`src/rtl/time_keeper.sv`:
```
// time_keeper: 1 Hz BCD hh:mm:ss clock with debounced auto-repeat hour/minute set buttons, sec_tick, blink and setting outputs
module time_keeper #(
  parameter int CLK_HZ = 25_000_000,
  parameter int DEBOUNCE_CYC = 250_000,
  parameter int REPEAT_DELAY_CYC = 12_500_000,
  parameter int REPEAT_CYC = 5_000_000
) (
  input  logic       clk,
  input  logic       rst,
  input  logic       hour_button,
  input  logic       min_button,
  output logic [7:0] hour_bcd,
  output logic [7:0] min_bcd,
  output logic [7:0] sec_bcd,
  output logic       sec_tick,
  output logic       blink,
  output logic       setting
);
  localparam int PW = $clog2(CLK_HZ);
  localparam int DW = $clog2(DEBOUNCE_CYC + 1);
  localparam int RW = $clog2(REPEAT_DELAY_CYC + 1);
  localparam logic [PW-1:0] P_LAST = PW'(CLK_HZ - 1);
  localparam logic [PW-1:0] P_HALF = PW'(CLK_HZ / 2);
  localparam logic [DW-1:0] D_LAST = DW'(DEBOUNCE_CYC - 1);
  localparam logic [RW-1:0] R_DELAY = RW'(REPEAT_DELAY_CYC);
  localparam logic [RW-1:0] R_RELOAD = RW'(REPEAT_DELAY_CYC - REPEAT_CYC);

  function automatic logic [7:0] bcd_inc(input logic [7:0] v, input logic [7:0] top);
    return v == top ? 8'h00 : v[3:0] == 4'h9 ? {v[7:4] + 4'h1, 4'h0} : {v[7:4], v[3:0] + 4'h1};
  endfunction

  logic [PW-1:0] presc, presc_n;
  logic [1:0] raw, db_n, step;
  logic sec_ev, min_carry, hour_carry;
  logic [7:0] sec_n, min_n, hour_a, hour_n;

  assign raw = {hour_button, min_button};

  for (genvar g = 0; g < 2; g++) begin : g_btn
    logic s1, s2, db, dbn, accept;
    logic [DW-1:0] dcnt;
    logic [RW-1:0] rcnt, rnext;
    assign accept = (s2 != db) && (dcnt == D_LAST);
    assign dbn = accept ? s2 : db;
    assign rnext = rcnt + 1'b1;
    assign db_n[g] = dbn;
    assign step[g] = (accept && s2) || (db && dbn && rnext == R_DELAY);
    always_ff @(posedge clk)
      if (rst) begin
        s1 <= 1'b0;
        s2 <= 1'b0;
        db <= 1'b0;
        dcnt <= '0;
        rcnt <= '0;
      end else begin
        s1 <= raw[g];
        s2 <= s1;
        db <= dbn;
        dcnt <= (s2 != db && !accept) ? dcnt + 1'b1 : '0;
        rcnt <= (!db || !dbn) ? '0 : rnext == R_DELAY ? R_RELOAD : rnext;
      end
  end

  assign sec_ev = presc == P_LAST;
  assign presc_n = (step[0] || sec_ev) ? '0 : presc + 1'b1;
  assign min_carry = !step[0] && sec_ev && sec_bcd == 8'h59;
  assign hour_carry = min_carry && min_bcd == 8'h59;
  assign sec_n = step[0] ? 8'h00 : sec_ev ? bcd_inc(sec_bcd, 8'h59) : sec_bcd;
  assign min_n = (step[0] || min_carry) ? bcd_inc(min_bcd, 8'h59) : min_bcd;
  assign hour_a = hour_carry ? bcd_inc(hour_bcd, 8'h23) : hour_bcd;
  assign hour_n = step[1] ? bcd_inc(hour_a, 8'h23) : hour_a;

  always_ff @(posedge clk)
    if (rst) begin
      presc <= '0;
      hour_bcd <= 8'h00;
      min_bcd <= 8'h00;
      sec_bcd <= 8'h00;
      sec_tick <= 1'b0;
      blink <= 1'b1;
      setting <= 1'b0;
    end else begin
      presc <= presc_n;
      hour_bcd <= hour_n;
      min_bcd <= min_n;
      sec_bcd <= sec_n;
      sec_tick <= sec_ev;
      blink <= presc_n < P_HALF;
      setting <= |db_n;
    end
endmodule

```
`config.mk`:
```
export PLATFORM = sky130hd
export DESIGN_NAME = time_keeper
export DESIGN_NICKNAME = d
export VERILOG_FILES = /design/src/rtl/time_keeper.sv
export SDC_FILE = /design/constraint.sdc
export NUM_CORES = 1
export LEC_CHECK = 0
export ABC_AREA = 1
export BUFFER_PORTS_ARGS = -buffer_cell sky130_fd_sc_hd__buf_2
export CAP_MARGIN = 20
export CORE_MARGIN = 1.5
export CORE_UTILIZATION = 55
export DETAILED_ROUTE_END_ITERATION = 10
export GPL_TIMING_DRIVEN = 0
export PLACE_DENSITY = 0.73
export SYNTH_ARGS = -nofsm -noshare
export SYNTH_HDL_FRONTEND = slang
export SYNTH_SLANG_ARGS = --single-unit
```
`constraint.sdc`:
```
create_clock -name clk -period 7.78 [get_ports clk]
set_input_delay 0.389 -clock clk [delete_from_list [all_inputs] [get_ports clk]]
set_output_delay 0.389 -clock clk [all_outputs]
set_load 0.1 [all_outputs]
```
==> results of run 1 <==
==> cells in the final DEF, fill, tap and decap left out, types with 5 or more instances in the layout <==
master and instances:
nand2_1 228, nor2_1 169, inv_1 165, dfxtp_1 142, nand3_1 69, a21oi_1 51
nor3_1 48, nand4_1 35, buf_2 30, xor2_1 29, ha_1 20, o21ai_0 17
clkbuf_16 17, nor4_1 16, nor2_2 14, nand2_4 13, nand2_2 11, xnor2_1 11
clkbuf_1 9, nor2_4 8, nand3b_1 7, inv_2 6, o21a_1 5, a211oi_1 5
nand3_2 5
==> metrics by stage <==
stage | cell area, um2 | power (uW)
floorplan | 7820 | 758
global placement | 8190 | 763
detailed placement | 8190 | 764
CTS | 8800 | 1590
global route | 8800 | 1630
finish | 8800 | 1580
==> worst paths after layout <==
kind	start	to	slack, ns	cells after the start
worst max-delay path	g_btn[0].rcnt[0]$_SDFF_PP0_	hour_bcd[7]$_SDFF_PP0_	4.53	25
worst min-delay path	min_button	g_btn[0].s1$_SDFF_PP0_	0.19	3
worst max register to register	g_btn[0].rcnt[0]$_SDFF_PP0_	hour_bcd[7]$_SDFF_PP0_	4.53	25
worst min register to register	g_btn[1].s1$_SDFF_PP0_	g_btn[1].s2$_SDFF_PP0_	0.40	2
==> power groups by stage <==
stage / clock network, uW / registers (uW) / logic [uW]
2_1_floorplan: 0 / 747 / 11.2
3_5_place_dp: 0 / 748 / 16.0
5_1_grt: 876 / 732 / 18.2
4_1_cts: 844 / 732 / 16.0
6_report: 829 / 732 / 15.9
3_3_place_gp: 0 / 748 / 15.7
==> sequential cells by signal, summed over array words and instances, names as in the netlist, 2 cells and up <==
register,count
g_btn.rcnt,48
g_btn.dcnt,36
presc,25
hour_bcd,8
min_bcd,8
sec_bcd,8
g_btn.db,2
g_btn.s1,2
g_btn.s2,2
==> worst max-delay path, stage by stage, from the launching register on <==
cell and delay [ns]:
dfxtp_1 0.39, ha_1 0.23, nand2_2 0.11, nor2_8 0.17
nand2_4 0.08, nor2_4 0.14, nand2_1 0.07, nand2_1 0.09
nand2_1 0.05, nor2_1 0.12, nand2_1 0.08, nor2_2 0.12
nand2_4 0.10, nand2_4 0.08, nand2_4 0.09, nand2_4 0.13
nand2_1 0.06, o21ai_1 0.20, ha_1 0.29, nand2_4 0.07
nor2_4 0.11, nand2_4 0.08, nor2_4 0.10, nand3_1 0.07
nand2_1 0.08, nor2_2 0.03
==> logic make-up after synthesis <==
family,after synthesis
compound gates,100
xor+xnor,41
fa+ha+maj,20
buf+inv,183
flops,142
simple gates,643
==> cell type report <==
class                           count  area (um2)  share of cell area
Tap cell                          180         225              0.0256
Sequential cell                   142        2840               0.323
Inverter                          171         642              0.0730
Timing Repair Buffer               29         145              0.0165
Clock inverter                     13         164              0.0186
Clock buffer                       19         443              0.0503
Buffer                             12        65.1             0.00740
Multi-Input combinational cell    804        4270               0.485
==> metal layers <==
metal | routed length (um) | part of all wire | global-route usage | vias to the layer above
li1 | - | - | - | 3743
met1 | 8070 | 0.49 | 0.304 | 3122
met3 | 592 | 0.036 | 0.0488 | 23
met4 | 214 | 0.013 | 0.0741 | 0
met5 | 0 | 0 | 0 | -
met2 | 7530 | 0.46 | 0.378 | 122
==> summary.md, run 1 <==
| Metric | Value |
|---|---|
| Initial antenna violation count | 0 |
| Rows | 43 |
| Avg Vias per Cell | 5.12 |
| Post-synth top area cell | dfxtp_1 |
| Die area | 14900 um2 |
| Fin cells | 1370 |
| DRC Markers | 0 |
| Post-synth top cells | 228 x nand2_1, 169 x nor2_1, 165 x inv_1 |
| Unrepaired setup endpoints after global routing | no |
| CP Capture Type | register |
| Final HPWL DP | 12200 um |
| CTS tree | built |
| Critical Path RT | 8.10 ns |
| Hold Worst Slack | 0.188 ns |
| Post-synthesis area per instance | 6.93 um2 |
| Async set-reset flop share out of synthesis | 0 |
| Rel. slew slack | 0.558 |
| Worst Path Arrival | 3.57 ns |
| Critical-path maximum fanout | 7 |
| Number of library cell types mapped by synthesis | 49 |
| Gate power share | 0.010 |
| Post-synth EDFFs | 0 |
| Yosys Warn Count | 0 |
| Util after Layout | 0.634 |
| Die height | 122 um |
| Core Footprint | 13900 um2 |
| Max Root-Sink Buffers | 2 |
| Via count | 7010 |
| Multiplexer area fraction after synthesis | 0 |
| Net Sw Frac | 0.208 |
| Post-cts sizing count | 0 |
| Largest family of logic cells by synthesized area | simple AND/OR/NAND/NOR gates |
| Area Overhead vs Synth | 12.5% |
| CTS root buf | clkbuf_16 |
| Vias in the first global route | 6350 |
| DIE WIDTH | 122 um |
| Initial Utilization | 0.563 |
| Post-synthesis sequential area ratio | 0.364 |
| Fraction of layout cells with a size suffix above 1 | 0.116 |
| Cts hold-fix bufs | 0 |
| Worst setup SP type | register |
| Pre-CTS WS | 4.53 ns |
| Gr usage total | 0.231 |
| Io pins | 31 |
| Fill cell count | 1338 |
| # port buffers | 29 |
| Post-DRT Antenna Nets | 0 |
| First DRT Iteration DRCs | 509 |
| Count leader, synth | nand2_1 |
| Period utilization | 0.418 |
| Status | finished clean |
| Top FF cell, synth | dfxtp_1 |
| First-pass GRT wire length | 27900 um |
| H-tree depth | 4 |
| DRT Pass-1 Iters | 6 |
| Cell count after placement | 1338 |
| Seq cells post-synth | 142 |
| Synth top area cells | dfxtp_1 36%, nand2_1 11%, nor2_1 8.1%, inv_1 7.9%, nand3_1 4.4% |
| Pin count of the biggest net entering global routing | 17 |
| Worst skew pair latency | 0.42 ns |
| Post-CTS Setup Bufs | 0 |
| Tmin final | 3.25 ns |
| Total clock sinks | 142 |
| Synth Area in Simple Gates | 0.393 |
| Sum Neg Setup Slack | 0 ns |
| Total gr overflow | 0 |
| Worst setup margin | 4.53 ns |
| Max Freq | 307 MHz |
| Post-Synth XOR/XNOR Area | 0.0469 |
| Setup violators final | 0 |
| Area share of the largest cell type after synthesis | 0.364 |
| Synthesized instance count | 1129 |
| Post-synthesis instance area | 7820 um2 |
| Internal Pwr Total | 1250 uW |
| Static leakage | 0.00343 uW |
| Clock transition at path regs | 0.06 ns |
| Peak supply drop | 0.160 mV |
| Gpl congestion | 0.926 |
| Kind of critical path | reg2reg |
| Cts bufs inserted | 17 |
| Nets | 1201 |
| Number of max-cap violations | 0 |
| Avg WL per Cell | 12.0 um |
| Slew @ Worst Pin | 0.662 ns |
| Sequential Power Share | 0.464 |
| ANT cells | 0 |
| Layout Skew | 0.0118 ns |
| Final wirelength | 16400 um |
| Power per Cell Area | 179 nW/um2 |
| Worst min path class | in2reg |
| Post-Syn Nets | 1153 |
| Synth Area in Compound Gates | 0.0741 |
| Synth Area in Adders | 0.0320 |
| P_sw | 328 uW |
| Pins Over Slew Limit | 0 |
| Clk pwr share | 0.526 |
| Final Hold Vio Count | 0 |
(Power assumes the default switching activity.)
==> inputs of run 2 (changes only) <==
--- a/config.mk
+++ b/config.mk
@@ -5,7 +5,7 @@
 export SDC_FILE = /design/constraint.sdc
 export NUM_CORES = 1
 export LEC_CHECK = 0
-export ABC_AREA = 1
+export ABC_AREA = 0
 export BUFFER_PORTS_ARGS = -buffer_cell sky130_fd_sc_hd__buf_2
 export CAP_MARGIN = 20
 export CORE_MARGIN = 1.5
==> constraint.sdc (replaced) <==
create_clock -name clk -period 3.4 [get_ports clk]
set_input_delay 0.17 -clock clk [delete_from_list [all_inputs] [get_ports clk]]
set_output_delay 0.17 -clock clk [all_outputs]
set_load 0.1 [all_outputs]
==> run 2 against run 1 <==
Net effect: total power is 130% higher; critical endpoint is now hour_bcd[2]$_SDFF_PP0_; synthesized cell count is 16% lower; wire length is 9.2% higher; register-to-register slack worse by 4.5 ns; final cell count is 11% lower; clock skew is 0.0010 ns higher; area after synthesis hardly changed; clock-buffer cell count is 1 higher; worst hold slack worse by 0.055 ns; combinational power is 130% higher; global-route usage is 1.5 points higher; sequential power is 130% higher.
==> summary.md, run 2 <==
| Metric | Value |
|---|---|
| Tmin final | 3.36 ns (was 3.25 ns) |
| Async set-reset flop share out of synthesis | 0 (unchanged) |
| Vias in the first global route | 6124 (was 6350) |
| Clk pwr share | 0.522 (was 0.526) |
| Nets | 1045 (was 1201) |
| H-tree depth | 4 (unchanged) |
| Worst Path Arrival | 3.70 ns (was 3.57 ns) |
| Area share of the largest cell type after synthesis | 0.364 (about the same) |
| Gate power share | 0.010 (about the same) |
| Core Footprint | 13900 um2 (unchanged) |
| Count of buffer and inverter cells on the critical path | 2 (was 0) |
| Gpl congestion | 0.868 (was 0.926) |
| Via count | 6906 (was 7010) |
| CP Cell Sequence | buf_4 -> nand4_4 -> nor4_4 -> xnor2_2 -> a2111oi_4 -> nand3_2 -> o21ba_4 -> buf_8 -> mux2_4 -> ha_4 -> a311o_1 -> o31ai_1 |
| Cell count after placement | 1162 (was 1338) |
| Layout Skew | 0.0128 ns (was 0.0118 ns) |
| Number of library cell types mapped by synthesis | 81 (was 49) |
| First-pass GRT wire length | 29300 um (was 27900 um) |
| Sequential cell area | 2870 um2 (was 2840 um2) |
| DRC Markers | 0 (unchanged) |
| Final wirelength | 17900 um (was 16400 um) |
| Fraction of layout cells with a size suffix above 1 | 0.167 (was 0.116) |
| CTS tree | built (unchanged) |
| Worst skew pair latency | 0.43 ns (was 0.42 ns) |
| Slew @ Worst Pin | 0.605 ns (was 0.662 ns) |
| Worst min path class | in2reg (unchanged) |
| Yosys Warn Count | 0 (unchanged) |
| CTS root buf | clkbuf_16 (unchanged) |
| Top FF cell, synth | dfxtp_1 (unchanged) |
| Gr usage total | 0.245 (was 0.231) |
| Total gr overflow | 0 (unchanged) |
| Hold Worst Slack | 0.133 ns (was 0.188 ns) |
| Worst path slowest cell | nor4_4 (was dfxtp_1) |
| Die area | 14900 um2 (about the same) |
| Number of max-cap violations | 0 (unchanged) |
| Seq cells post-synth | 142 (unchanged) |
| Worst setup SP type | register (unchanged) |
| Pins Over Slew Limit | 0 (unchanged) |
| Worst setup margin | 0.0413 ns (was 4.53 ns) |
| DRT Pass-1 Iters | 5 (was 6) |
| Pre-CTS WS | -0.468 ns (was 4.53 ns) |
| Post-synthesis instance area | 7810 um2 (was 7820 um2) |
| Top reg by flops | g_btn.rcnt (unchanged) |
| Kind of critical path | reg2reg (unchanged) |
| Status | finished clean (unchanged) |
| CP Capture Type | register (unchanged) |
| Pin count of the biggest net entering global routing | 17 (unchanged) |
| Fin cells | 1213 (was 1370) |
| Peak supply drop | 0.336 mV (was 0.160 mV) |
| Multi-input gate area | 4960 um2 (was 4270 um2) |
| Final Hold Vio Count | 0 (unchanged) |
| Commonest non-fill, non-tap cell in the layout | nor2_1 (was nand2_1) |
| Post-synthesis area per instance | 8.21 um2 (was 6.93 um2) |
| Post-Syn Nets | 976 (was 1153) |
| First DRT Iteration DRCs | 535 (was 509) |
| DIE WIDTH | 122 um (about the same) |
| Initial Utilization | 0.563 (about the same) |
| Post-synth EDFFs | 0 (unchanged) |
| Synth top area cells | dfxtp_1 36%, xor2_1 7.4%, nor2_1 7.3%, xnor2_1 4.1%, nand3_1 3.9% (was dfxtp_1 36%, nand2_1 11%, nor2_1 8.1%, inv_1 7.9%, nand3_1 4.4%) |
| Io pins | 31 (unchanged) |
| Static leakage | 0.00336 uW (was 0.00343 uW) |
| Post-synth top area cell | dfxtp_1 (unchanged) |
| Initial antenna violation count | 0 (unchanged) |
| Post-synth top cells | 151 x nor2_1, 142 x dfxtp_1, 80 x nand2_1 (was 228 x nand2_1, 169 x nor2_1, 165 x inv_1) |
| Avg WL per Cell | 14.8 um (was 12.0 um) |
| Clock transition at path regs | 0.06 ns (about the same) |
| ANT cells | 0 (unchanged) |
| Largest registers | g_btn.rcnt (48), g_btn.dcnt (36), presc (25) (unchanged) |
| Die height | 122 um (about the same) |
| Power per Cell Area | 387 nW/um2 (was 179 nW/um2) |
| Max reg flops | 48 (unchanged) |
| Rel. slew slack | 0.593 (was 0.558) |
| Max Freq | 298 MHz (was 307 MHz) |
| Max Root-Sink Buffers | 2 (unchanged) |
| Period utilization | 0.988 (was 0.418) |
| Critical Path RT | 3.74 ns (was 8.10 ns) |
| Critical-path maximum fanout | 10 (was 7) |
| Final HPWL DP | 11900 um (was 12200 um) |
| Synthesized instance count | 952 (was 1129) |
| Sum Neg Setup Slack | 0 ns (unchanged) |
| Worst path top cell family by delay | compound AO/OA/AOI/OAI gates (was simple AND/OR/NAND/NOR gates) |
| Count leader, synth | nor2_1 (was nand2_1) |
| P_sw | 734 uW (was 328 uW) |
| Net Sw Frac | 0.205 (was 0.208) |
| Post-DRT Antenna Nets | 0 (unchanged) |
| Longest individual stage delay on the worst path | 0.40 ns (was 0.39 ns) |
| Cts bufs inserted | 17 (unchanged) |
| Avg Vias per Cell | 5.69 (was 5.12) |
| Post-synthesis sequential area ratio | 0.364 (about the same) |
| Rows | 43 (unchanged) |
| # port buffers | 30 (was 29) |
| Fill cell count | 1167 (was 1338) |
| Sequential Power Share | 0.468 (was 0.464) |
| Internal Pwr Total | 2840 uW (was 1250 uW) |
| Total clock sinks | 142 (unchanged) |
| Area Overhead vs Synth | 18.3% (was 12.5%) |
| Setup violators final | 0 (unchanged) |
| Most frequent cells in the layout | 150 x nor2_1, 128 x dfxtp_1, 79 x nand2_1 (was 228 x nand2_1, 169 x nor2_1, 165 x inv_1) |
| Total power | 3580 uW (was 1580 uW) |
-- run 2: changes by cell type in the layout (fill, tap and decap cells not counted), sizes merged, moves of 26 or more --
cell,before,now
buf,33,62
and3,2,37
nor2,193,152
xnor2,11,37
xor2,30,66
nand2,252,80
inv,173,25
-- run 2: cell families (layout without fill, tap and decap cells) --
kind of cell,count (synthesis),after routing,share of synthesized area
buffers and inverters,64,145,0.0343
AO/OA/AOI/OAI,119,119,0.103
adder cells (fa/ha/maj),20,20,0.0320
AND/OR/NAND/NOR,495,495,0.340
multiplexers,9,9,0.0122
flip-flops,142,142,0.364
XOR/XNOR,103,103,0.115
-- run 2: metal layers --
layer  GRT usage  share of wire  up-vias
met5           0              0        -
met1       0.332           0.47     3255
li1            -              -     3488
met4      0.0879          0.019        0
met3      0.0520          0.038       28
met2       0.388           0.47      135
-- run 2: path summary, 6_finish.rpt --
check	start	end	slack [ns]	depth (start not counted)
max reg2reg	g_btn[0].rcnt[8]$_SDFF_PP0_	hour_bcd[2]$_SDFF_PP0_	0.04	12
min reg2reg	g_btn[1].s1$_SDFF_PP0_	g_btn[1].s2$_SDFF_PP0_	0.45	1
min	rst	g_btn[0].db$_SDFF_PP0_	0.13	2
max	g_btn[0].rcnt[8]$_SDFF_PP0_	hour_bcd[2]$_SDFF_PP0_	0.04	12
-- run 2: stage by stage --
step / cell area, um2 / utilization
3_3_place_gp: 8210 / 0.591
4_1_cts: 9000 / 0.648
3_5_place_dp: 8210 / 0.591
2_1_floorplan: 7830 / -
5_1_grt: 9240 / 0.666
6_report: 9240 / 0.666
-- run 2: cell type report --
| class | instances | share of cell area |
|---|---|---|
| timing repair buffer | 51 | 0.0338 |
| multi-input combinational | 746 | 0.536 |
| buffer | 38 | 0.0215 |
| clock inverter | 11 | 0.0154 |
| tap | 180 | 0.0244 |
| sequential | 142 | 0.310 |
| clock buffer | 20 | 0.0483 |
| inverter | 25 | 0.0102 |
-- run 2: power by group through the flow --
stage	Sequential [uW]	Clock, uW	Combinational [uW]
final	1670	1870	36.1
after global routing	1670	1980	40.6
after CTS	1680	1910	35.6
after detailed placement	1710	0	33.6
after global placement	1710	0	32.9
after floorplan	1710	0	22.3
-- run 2: timing repair --
item                       in CTS  in global routing
hold buffers                    2                  0
resized for setup              19                 53
setup buffers                  13                  6
pin swaps                       7                 20
hold endpoints to repair        2                  0
setup endpoints to repair      16                 30
==> inputs of run 3 (changes only) <==
--- a/config.mk
+++ b/config.mk
@@ -11,8 +11,8 @@
 export CORE_MARGIN = 1.5
 export CORE_UTILIZATION = 55
 export DETAILED_ROUTE_END_ITERATION = 10
-export GPL_TIMING_DRIVEN = 0
 export PLACE_DENSITY = 0.73
 export SYNTH_ARGS = -nofsm -noshare
 export SYNTH_HDL_FRONTEND = slang
 export SYNTH_SLANG_ARGS = --single-unit
+export TNS_END_PERCENT = 20
==> run 3 against run 2 <==
Net effect: global-route usage down 0.53 points; fmax up 0.82%; clock skew down 0.0035 ns; via count down 0.46%; wire length down 2.0%; core utilization down 1.0 points; worst hold slack better by 0.078 ns; die area unchanged.
==> summary.md, run 3 (synthesis gave the netlist of run 2 again) <==
| Metric | Value |
|---|---|
| Max Freq | 300 MHz (was 298 MHz) |
| Gr usage total | 0.240 (was 0.245) |
| Critical-path maximum fanout | 6 (was 10) |
| First DRT Iteration DRCs | 421 (was 535) |
| Kind of critical path | reg2reg (unchanged) |
| Static leakage | 0.00332 uW (was 0.00336 uW) |
| Worst setup SP type | register (unchanged) |
| Period utilization | 0.980 (was 0.988) |
| Most frequent cells in the layout | 150 x nor2_1, 123 x dfxtp_1, 80 x nand2_1 (was 150 x nor2_1, 128 x dfxtp_1, 79 x nand2_1) |
| Largest registers | g_btn.rcnt (48), g_btn.dcnt (36), presc (25) (unchanged) |
| DIE WIDTH | 122 um (unchanged) |
| H-tree depth | 4 (unchanged) |
| Worst Path Arrival | 3.68 ns (was 3.70 ns) |
| Top reg by flops | g_btn.rcnt (unchanged) |
| Power per Cell Area | 393 nW/um2 (was 387 nW/um2) |
| Slew @ Worst Pin | 0.584 ns (was 0.605 ns) |
| Max Root-Sink Buffers | 2 (unchanged) |
| # port buffers | 30 (unchanged) |
| CTS root buf | clkbuf_16 (unchanged) |
| Fraction of layout cells with a size suffix above 1 | 0.170 (was 0.167) |
| Vias in the first global route | 6325 (was 6124) |
| Clock transition at path regs | 0.06 ns (about the same) |
| Initial Utilization | 0.563 (unchanged) |
| DRC Markers | 0 (unchanged) |
| First-pass GRT wire length | 28900 um (was 29300 um) |
| DRT Pass-1 Iters | 5 (unchanged) |
| Reg-to-reg startpoint | g_btn[0].rcnt[14]$_SDFF_PP0_ (was g_btn[0].rcnt[8]$_SDFF_PP0_) |
| Die area | 14900 um2 (unchanged) |
| Core Footprint | 13900 um2 (unchanged) |
| Final HPWL DP | 12100 um (was 11900 um) |
| Commonest non-fill, non-tap cell in the layout | nor2_1 (unchanged) |
| Util after Layout | 0.655 (was 0.666) |
| Max reg flops | 48 (unchanged) |
| Critical Path RT | 3.75 ns (was 3.74 ns) |
| Avg WL per Cell | 14.6 um (was 14.8 um) |
| Die height | 122 um (unchanged) |
| Setup violators final | 0 (unchanged) |
| Io pins | 31 (unchanged) |
| CP Capture Type | register (unchanged) |
| Total clock sinks | 142 (unchanged) |
| Avg Vias per Cell | 5.72 (was 5.69) |
| CTS tree | built (unchanged) |
| Placed Area | 8290 um2 (was 8210 um2) |
| ANT cells | 0 (unchanged) |
| Post-route cell area | 9100 um2 (was 9240 um2) |
| Worst skew pair latency | 0.42 ns (was 0.43 ns) |
| Post-DRT Antenna Nets | 0 (unchanged) |
| Final wirelength | 17600 um (was 17900 um) |
| Tmin final | 3.33 ns (was 3.36 ns) |
| Peak supply drop | 0.310 mV (was 0.336 mV) |
| Cell count after placement | 1157 (was 1162) |
| Pins Over Slew Limit | 0 (unchanged) |
| Nets | 1033 (was 1045) |
| Rows | 43 (unchanged) |
| Rel. slew slack | 0.607 (was 0.593) |
| Final Hold Vio Count | 0 (unchanged) |
| Fill cell count | 1175 (was 1167) |
| Via count | 6874 (was 6906) |
| HP Start | rst (unchanged) |
| Layout Skew | 0.00934 ns (was 0.0128 ns) |
| Area Overhead vs Synth | 16.4% (was 18.3%) |
| Crit. Startpoint | g_btn[0].rcnt[14]$_SDFF_PP0_ (was g_btn[0].rcnt[8]$_SDFF_PP0_) |
| Number of max-cap violations | 0 (unchanged) |
| Total gr overflow | 0 (unchanged) |
| Pin count of the biggest net entering global routing | 27 (was 17) |
| Cts bufs inserted | 17 (unchanged) |
| Gpl congestion | 0.875 (was 0.868) |
| Status | finished clean (unchanged) |
| Initial antenna violation count | 0 (unchanged) |
| Worst min path class | in2reg (unchanged) |
| Fin cells | 1201 (was 1213) |
## run 3: changes by cell type in the layout (fill, tap and decap cells not counted), moves of 3 or more
cell / before / now
buf_4: 23 / 45
clkbuf_1: 22 / 1
buf_2: 35 / 30
dfxtp_1: 128 / 123
dfxtp_2: 12 / 17
clkbuf_4: 4 / 0
nand3_1: 57 / 60
nor4_1: 9 / 12
nor4_4: 6 / 3
## run 3: report_power, final
part	leakage [uW]	internal (uW)	switching (uW)
registers	0.00116	1670	4.95
logic	0.00188	11.2	21.3
clock network	0.000279	1150	722
## run 3: timing repair
| item | in CTS | in global routing |
|---|---|---|
| buffers inserted | 0 | 11 |
| pin swaps | 0 | 8 |
| gates cloned | 0 | 0 |
| resized for setup | 1 | 34 |
| endpoints found under the hold margin | 2 | 0 |
| setup endpoints to repair | 2 | 9 |
| hold buffers | 2 | 0 |
## run 3: area by class of cell
type                            instances  area (um2)  share of cell area
Timing Repair Buffer                   77         508              0.0558
Tap cell                              180         225              0.0248
Inverter                               25        93.8              0.0103
Clock buffer                           18         429              0.0472
Clock inverter                         13         165              0.0182
Multi-Input combinational cell        746        4810               0.528
Sequential cell                       142        2870               0.316
## run 3: metal layers
layer | vias up | GRT usage | routed length, um
met5 | - | 0 | 0
met4 | 0 | 0.0828 | 289
met3 | 30 | 0.0529 | 716
met2 | 134 | 0.393 | 8340
met1 | 3248 | 0.313 | 8230
li1 | 3462 | - | -
## run 3: critical path, stage by stage (launching register included)
cell       delay [ns]
dfxtp_4          0.37
nand4_1          0.15
buf_4            0.19
nor4_4           0.40
xnor2_2          0.17
a2111oi_4        0.39
nand3_1          0.16
o21ba_4          0.26
mux2_4           0.32
ha_1             0.21
and2_1           0.17
a41o_4           0.31
nor3_2           0.16
## run 3: stage by stage
| step | TNS (ns) | setup slack, ns | hold slack [ns] | power [uW] |
|---|---|---|---|---|
| 2_1_floorplan | 0 | 0.0348 | 0.265 | 1730 |
| 3_3_place_gp | 0 | 0.123 | 0.389 | 1740 |
| 3_5_place_dp | 0 | 0.0386 | 0.392 | 1740 |
| 4_1_cts | 0 | 0.0412 | 0.199 | 3610 |
| 5_1_grt | -0.293 | -0.0879 | 0.229 | 3690 |
| 6_report | 0 | 0.0688 | 0.211 | 3580 |
## run 3: final timing paths
check	end	slack [ns]	depth (start not counted)
worst min-delay path	g_btn[0].s1$_SDFF_PP0_	0.21	2
worst min register to register	g_btn[1].s2$_SDFF_PP0_	0.44	1
worst max register to register	hour_bcd[7]$_SDFF_PP0_	0.07	12
worst max-delay path	hour_bcd[7]$_SDFF_PP0_	0.07	12
